File: src/rtl/mac_tx_arb.sv
// Round-robin arbiter sharing one MAC TX byte interface between N frame sources.
// Forwards the granted source's frame with one register of latency and enforces the inter-frame gap.
module mac_tx_arb #(
    parameter int N       = 3,
    parameter int IFG     = 12,
    parameter int GNT_TMO = 64
) (
    input  logic             mac_tx_clk,
    input  logic             rst,
    input  logic [N-1:0]     req_i,
    output logic [N-1:0]     gnt_o,
    input  logic [8*N-1:0]   src_data_i,
    input  logic [N-1:0]     src_valid_i,
    input  logic [N-1:0]     src_sof_i,
    input  logic [N-1:0]     src_eof_i,
    output logic [7:0]       mac_tx_data,
    output logic             mac_tx_valid,
    output logic             mac_tx_sof,
    output logic             mac_tx_eof,
    output logic [2:0]       cur_src_o,
    output logic             busy_o,
    output logic             err_o
);

    typedef enum logic [1:0] {
        ST_IDLE  = 2'd0,
        ST_GRANT = 2'd1,
        ST_XFER  = 2'd2,
        ST_GAP   = 2'd3
    } state_t;

    localparam int TMO_W = $clog2(GNT_TMO + 1);
    localparam int IFG_W = $clog2(IFG + 1);
    localparam logic [TMO_W-1:0] TMO_LAST = TMO_W'(GNT_TMO - 1);
    localparam logic [IFG_W-1:0] GAP_LOAD = IFG_W'(IFG - 1);

    state_t             state_r;
    logic [2:0]         rr_r;
    logic [TMO_W-1:0]   tmo_cnt_r;
    logic [IFG_W-1:0]   gap_cnt_r;

    logic [2*N-1:0]     rot_s;
    logic [3:0]         sum_s;
    logic [2:0]         win_idx_s;
    logic               win_found_s;
    logic               g_req_s;
    logic               g_valid_s;
    logic               g_sof_s;
    logic               g_eof_s;
    logic [7:0]         g_data_s;

    function automatic logic [2:0] next_src(input logic [2:0] cur);
        logic [3:0] inc;
        inc = {1'b0, cur} + 4'd1;
        return (inc >= 4'(N)) ? 3'd0 : inc[2:0];
    endfunction

    function automatic logic [N-1:0] onehot(input logic [2:0] idx);
        logic [N-1:0] v;
        v = {N{1'b0}};
        for (int i = 0; i < N; i++) begin
            v[i] = (idx == 3'(i));
        end
        return v;
    endfunction

    // Winner search: rotate requests so bit 0 is the source the pointer names, take the first set bit.
    always_comb begin
        rot_s       = {req_i, req_i} >> rr_r;
        win_found_s = 1'b0;
        win_idx_s   = 3'd0;
        sum_s       = 4'd0;
        for (int i = 0; i < N; i++) begin
            sum_s       = {1'b0, rr_r} + 4'(i);
            sum_s       = (sum_s >= 4'(N)) ? (sum_s - 4'(N)) : sum_s;
            win_idx_s   = (rot_s[i] && !win_found_s) ? sum_s[2:0] : win_idx_s;
            win_found_s = win_found_s | rot_s[i];
        end
    end

    // Grantee view of the source buses; non-grantee lanes are masked off entirely.
    always_comb begin
        g_req_s   = 1'b0;
        g_valid_s = 1'b0;
        g_sof_s   = 1'b0;
        g_eof_s   = 1'b0;
        g_data_s  = 8'h00;
        for (int i = 0; i < N; i++) begin
            g_req_s   = g_req_s   | (req_i[i]       & (cur_src_o == 3'(i)));
            g_valid_s = g_valid_s | (src_valid_i[i] & (cur_src_o == 3'(i)));
            g_sof_s   = g_sof_s   | (src_sof_i[i]   & (cur_src_o == 3'(i)));
            g_eof_s   = g_eof_s   | (src_eof_i[i]   & (cur_src_o == 3'(i)));
            g_data_s  = g_data_s  | (src_data_i[8*i +: 8] & {8{cur_src_o == 3'(i)}});
        end
    end

    // Arbitration FSM and registered MAC-side outputs.
    always_ff @(posedge mac_tx_clk or posedge rst) begin
        if (rst) begin
            state_r      <= ST_IDLE;
            rr_r         <= 3'd0;
            tmo_cnt_r    <= {TMO_W{1'b0}};
            gap_cnt_r    <= {IFG_W{1'b0}};
            gnt_o        <= {N{1'b0}};
            cur_src_o    <= 3'd0;
            busy_o       <= 1'b0;
            err_o        <= 1'b0;
            mac_tx_data  <= 8'h00;
            mac_tx_valid <= 1'b0;
            mac_tx_sof   <= 1'b0;
            mac_tx_eof   <= 1'b0;
        end else begin
            mac_tx_valid <= 1'b0;
            mac_tx_sof   <= 1'b0;
            mac_tx_eof   <= 1'b0;
            err_o        <= 1'b0;
            case (state_r)
                ST_IDLE: begin
                    if (win_found_s) begin
                        state_r   <= ST_GRANT;
                        gnt_o     <= onehot(win_idx_s);
                        cur_src_o <= win_idx_s;
                        busy_o    <= 1'b1;
                        tmo_cnt_r <= {TMO_W{1'b0}};
                    end
                end
                ST_GRANT: begin
                    if (g_valid_s && g_sof_s) begin
                        mac_tx_data  <= g_data_s;
                        mac_tx_valid <= 1'b1;
                        mac_tx_sof   <= 1'b1;
                        mac_tx_eof   <= g_eof_s;
                        if (g_eof_s) begin
                            state_r   <= ST_GAP;
                            gnt_o     <= {N{1'b0}};
                            rr_r      <= next_src(cur_src_o);
                            gap_cnt_r <= GAP_LOAD;
                        end else begin
                            state_r   <= ST_XFER;
                        end
                    end else if (!g_req_s || (tmo_cnt_r == TMO_LAST)) begin
                        // Withdrawn request is a clean give-up; only the timeout is flagged.
                        state_r <= ST_IDLE;
                        gnt_o   <= {N{1'b0}};
                        rr_r    <= next_src(cur_src_o);
                        busy_o  <= 1'b0;
                        err_o   <= g_req_s;
                    end else begin
                        tmo_cnt_r <= tmo_cnt_r + TMO_W'(1);
                    end
                end
                ST_XFER: begin
                    mac_tx_valid <= 1'b1;
                    if (g_valid_s) begin
                        mac_tx_data <= g_data_s;
                        mac_tx_eof  <= g_eof_s;
                        if (g_eof_s) begin
                            state_r   <= ST_GAP;
                            gnt_o     <= {N{1'b0}};
                            rr_r      <= next_src(cur_src_o);
                            gap_cnt_r <= GAP_LOAD;
                        end
                    end else begin
                        // Source underrun: close the frame with a zero byte so the MAC emits a bad CRC.
                        mac_tx_data <= 8'h00;
                        mac_tx_eof  <= 1'b1;
                        err_o       <= 1'b1;
                        state_r     <= ST_GAP;
                        gnt_o       <= {N{1'b0}};
                        rr_r        <= next_src(cur_src_o);
                        gap_cnt_r   <= GAP_LOAD;
                    end
                end
                ST_GAP: begin
                    if (gap_cnt_r == {IFG_W{1'b0}}) begin
                        state_r <= ST_IDLE;
                        busy_o  <= 1'b0;
                    end else begin
                        gap_cnt_r <= gap_cnt_r - IFG_W'(1);
                    end
                end
                default: begin
                    state_r <= ST_IDLE;
                    gnt_o   <= {N{1'b0}};
                    busy_o  <= 1'b0;
                end
            endcase
        end
    end

endmodule

File: config.mk
export PLATFORM = sky130hd
export DESIGN_NAME = mac_tx_arb
export DESIGN_NICKNAME = d
export VERILOG_FILES = /design/src/rtl/mac_tx_arb.sv
export SDC_FILE = /design/constraint.sdc
export NUM_CORES = 1
export LEC_CHECK = 0
export CAP_MARGIN = 20
export CORE_AREA = 4 4 80 82
export CTS_CLUSTER_SIZE = 16
export DETAILED_ROUTE_END_ITERATION = 6
export DIE_AREA = 0 0 84 86
export GPL_ROUTABILITY_DRIVEN = 0
export PLACE_DENSITY = 0.73
export RECOVER_POWER = 100
export SYNTH_ARGS = -nofsm -noshare
export SYNTH_HDL_FRONTEND = slang
export SYNTH_SLANG_ARGS = --single-unit
File: constraint.sdc
create_clock -name mac_tx_clk -period 2.71 [get_ports mac_tx_clk]
set_clock_uncertainty 0.05 [all_clocks]
set_input_delay 0.542 -clock mac_tx_clk [delete_from_list [all_inputs] [get_ports mac_tx_clk]]
set_output_delay 0.542 -clock mac_tx_clk [all_outputs]
set_load 0.01 [all_outputs]
==> results of run 1 <==
-- logic make-up after synthesis --
group / share of synthesized area (%)
AOI/OAI and AO/OA: 29.0
xor gates and xnor gates: 1.36
adders and majority gates: 9.21
buffers and inverters: 4.99
DFF: 33.9
muxes: 3.63
and+or+nand+nor: 17.9
-- worst paths after layout --
check | slack (ps) | endpoint
min reg2reg | 420 | mac_tx_data[2]
max reg2reg | 150 | register
max in group asynchronous | 1190 | tmo_cnt_r[0]
max | 80 | register
min | 420 | mac_tx_data[2]
min in group asynchronous | 890 | gap_cnt_r[3]
-- layer usage --
layer / share of wire [%] / track usage, % / up-vias
li1: - / - / 1208
met1: 45 / 24.5 / 1180
met2: 49 / 33.6 / 52
met3: 4.6 / 3.46 / 6
met4: 1.0 / 4.97 / 0
met5: 0 / 0 / -
-- area by class of cell --
type                       count  share of cell area (%)
clock buffer                   5                    1.99
inverter                      13                    1.41
tap                           75                    2.72
clock inverter                 3                    1.27
multi-input combinational    210                    45.8
timing repair buffer          82                    21.4
sequential                    35                    25.4
-- worst register-to-register path, stage by stage (launching register included) --
cell       delay [ps]
dfrtp_1           450
inv_1             120
ha_2              240
a222oi_1          350
clkbuf_1          190
a211oi_2           80
and2_0            200
a2111oi_1         380
mux2_2            380
-- state kept, by name, summed over array words and instances (netlist names), named ones only --
| name | count |
|---|---|
| mac_tx_data | 8 |
| tmo_cnt_r | 7 |
| gap_cnt_r | 4 |
| cur_src_o | 3 |
| gnt_o | 3 |
| rr_r | 3 |
| busy_o | 1 |
| err_o | 1 |
| mac_tx_eof | 1 |
| mac_tx_sof | 1 |
| mac_tx_valid | 1 |
| state_r | 1 |
-- what timing repair did --
action                                  CTS  global route
resized for setup                         0             2
endpoints found under the hold margin     0             0
endpoints found under the setup margin    0            10
-- report_power, final --
group          leakage [uW]  internal [uW]  switching (uW)  total (uW)
registers          0.000453            695             139         834
clock network     0.0000581            274             199         473
logic               0.00100            986            1150        2140
total               0.00151           1950            1490        3440
-- placed cells by master (no fill, tap or decap), types with 3 or more instances in the layout --
| master | count |
|---|---|
| ha_1 | 18 |
| nand2_1 | 24 |
| nor2b_1 | 5 |
| a211oi_1 | 3 |
| clkbuf_8 | 5 |
| nand3_1 | 7 |
| mux2_2 | 3 |
| xnor2_1 | 3 |
| a31oi_1 | 6 |
| and3_1 | 3 |
| inv_1 | 13 |
| a21oi_1 | 7 |
| or2_2 | 4 |
| dlygate4sd3_1 | 20 |
| nor3_1 | 3 |
| nand2b_1 | 4 |
| dfrtp_1 | 35 |
| nor2_1 | 10 |
| clkbuf_1 | 4 |
| o31ai_1 | 17 |
| a221o_1 | 3 |
| o21ai_0 | 17 |
| nand4b_1 | 3 |
| a222oi_1 | 12 |
| mux2i_1 | 6 |
| buf_4 | 21 |
| clkdlybuf4s50_1 | 36 |
| nor4b_1 | 3 |
-- metrics by stage --
| step | util (%) | area (um2) | TNS (ps) |
|---|---|---|---|
| after floorplan | - | 2580 | 0 |
| after global placement | 58.3 | 3350 | -295 |
| after detailed placement | 58.3 | 3350 | -430 |
| after CTS | 60.3 | 3460 | 0 |
| after global routing | 60.0 | 3450 | 0 |
| final | 60.0 | 3450 | 0 |
==> results_dict.tcl, run 1 <==
set metrics [dict create \
    syn2layout_area_growth_pct 33.6 \
    startpoint "req_i[2]" \
    postSynthAreaPerCell_um2 9.46 \
    powerDensity_nw_per_um2 998 \
    status "finished clean" \
    path_cells "clkdlybuf4s50_1, a222oi_1, clkbuf_1, a211oi_2, and2_0, a2111oi_1, mux2_2" \
    htree_levels 2 \
    clk_pin_slew_ps 70 \
    synth_flop_cell "dfrtp_1" \
    worstHoldPathCells 2 \
    first_iter_violations 140 \
    ys_warn_count 0 \
    grt_overflow 0 \
    start_util_pct 44.9 \
    nFillCells 517 \
    crit_path_end_kind "register" \
    ys_async_sr_fraction_pct 100 \
    cts_tree "built" \
    grt_pass1_vias 2363 \
    drc 0 \
    core_um2 5750 \
    cp_max_fo 12 \
    holdBufCountCts 0 \
    dr.pass1.iters 5 \
    max_freq_mhz 380 \
    slowest_stage "clkdlybuf4s50_1" \
    worst_slack_ps 81.6 \
    synth_seq_cells 35 \
    finalNonFillerCells 423 \
    cts_root_buffer "clkbuf_8" \
    ys_top_cells_by_count "dfrtp_1 (35), nand2_1 (24), ha_1 (19), o21ai_0 (17), o31ai_1 (17)" \
    worst_hold_path_type "reg2reg" \
    layout.area.seq_um2 876 \
    cts.path.max_buffers 2 \
    die-height_um 86 \
    multi_input_comb_area_um2 1580 \
    rsz0062_at_grt "no" \
    final.min_clock_period_ps 2630 \
    drive_above_1_share_pct 13.8 \
    via_count 2446 \
    worstSkewPairLatency_ps 300 \
    synth_edf_count 0 \
    slew_headroom_pct 42.9 \
    place.detailed.hpwl_um 5200 \
    grt_max_degree 36 \
    cp_data_required_time_ps 2840 \
    rows 28 \
    crit_buf_inv 2 \
    peakVddDrop_v 0.000537 \
    synth.area.top_cells "dfrtp_1 (34%), ha_1 (9.2%), o31ai_1 (4.9%), a222oi_1 (4.7%), nand2_1 (3.5%)" \
    yosysMostFrequentCell "dfrtp_1" \
    syn_inst 273 \
    slew_viol_final 0 \
    grt_pass1_wl_um 11300 \
    timing.hold.ws_ps 421 \
    crit_path_max_incr_delay_ps 590 \
    leakagePower_uw 0.00151 \
    postRouteAntennaNets 0 \
    grt_use_total_pct 19.2 \
    ys_types 61 \
    port_buffers 56 \
    num_antenna_cells 0 \
    maxCapViolCount 0 \
    power.total_uw 3440 \
    dp.cells 415 \
    synth_top_area_share_pct 33.9 \
    syn_nets 330 \
    postCtsSetupBuffers 0 \
    viasPerCell 5.78 \
    syn_area_um2 2580 \
    pre_cts_ws_ps -101 \
    ff2ff_path_depth 8 \
    nets 404 \
    crit_family "compound AO/OA/AOI/OAI gates" \
    fp.dieArea_um2 7220 \
    cts_buffers 5 \
    cp.depth 7 \
    wl_per_cell_um 16.1 \
    netlist.top_cell.by_area "dfrtp_1" \
    arrival_ps 2760 \
    hp-start "mac_tx_data[2]" \
    min_period_over_period_pct 97.0 \
    antenna_found_initial 0 \
    hold_viol 0 \
    ys_seq_area_share_pct 33.9 \
    routed_wl_um 6800 \
    worstMarginPinSlew_ps 857 \
    dieWidth_um 84 \
    setup_viol 0 \
    cts.sinks 35 \
    cp-start-kind "input port" \
    r2r-start "cur_src_o[0]" \
    critPathKind "in2reg" \
    io_pins 57 \
]
Power figures use the tool's default switching activity.
==> run 2: changes to the inputs <==
TNS_END_PERCENT = 20   (was default)
==> results of run 2 <==
No change in the layout: final DEF, timing and power equal those of run 1.
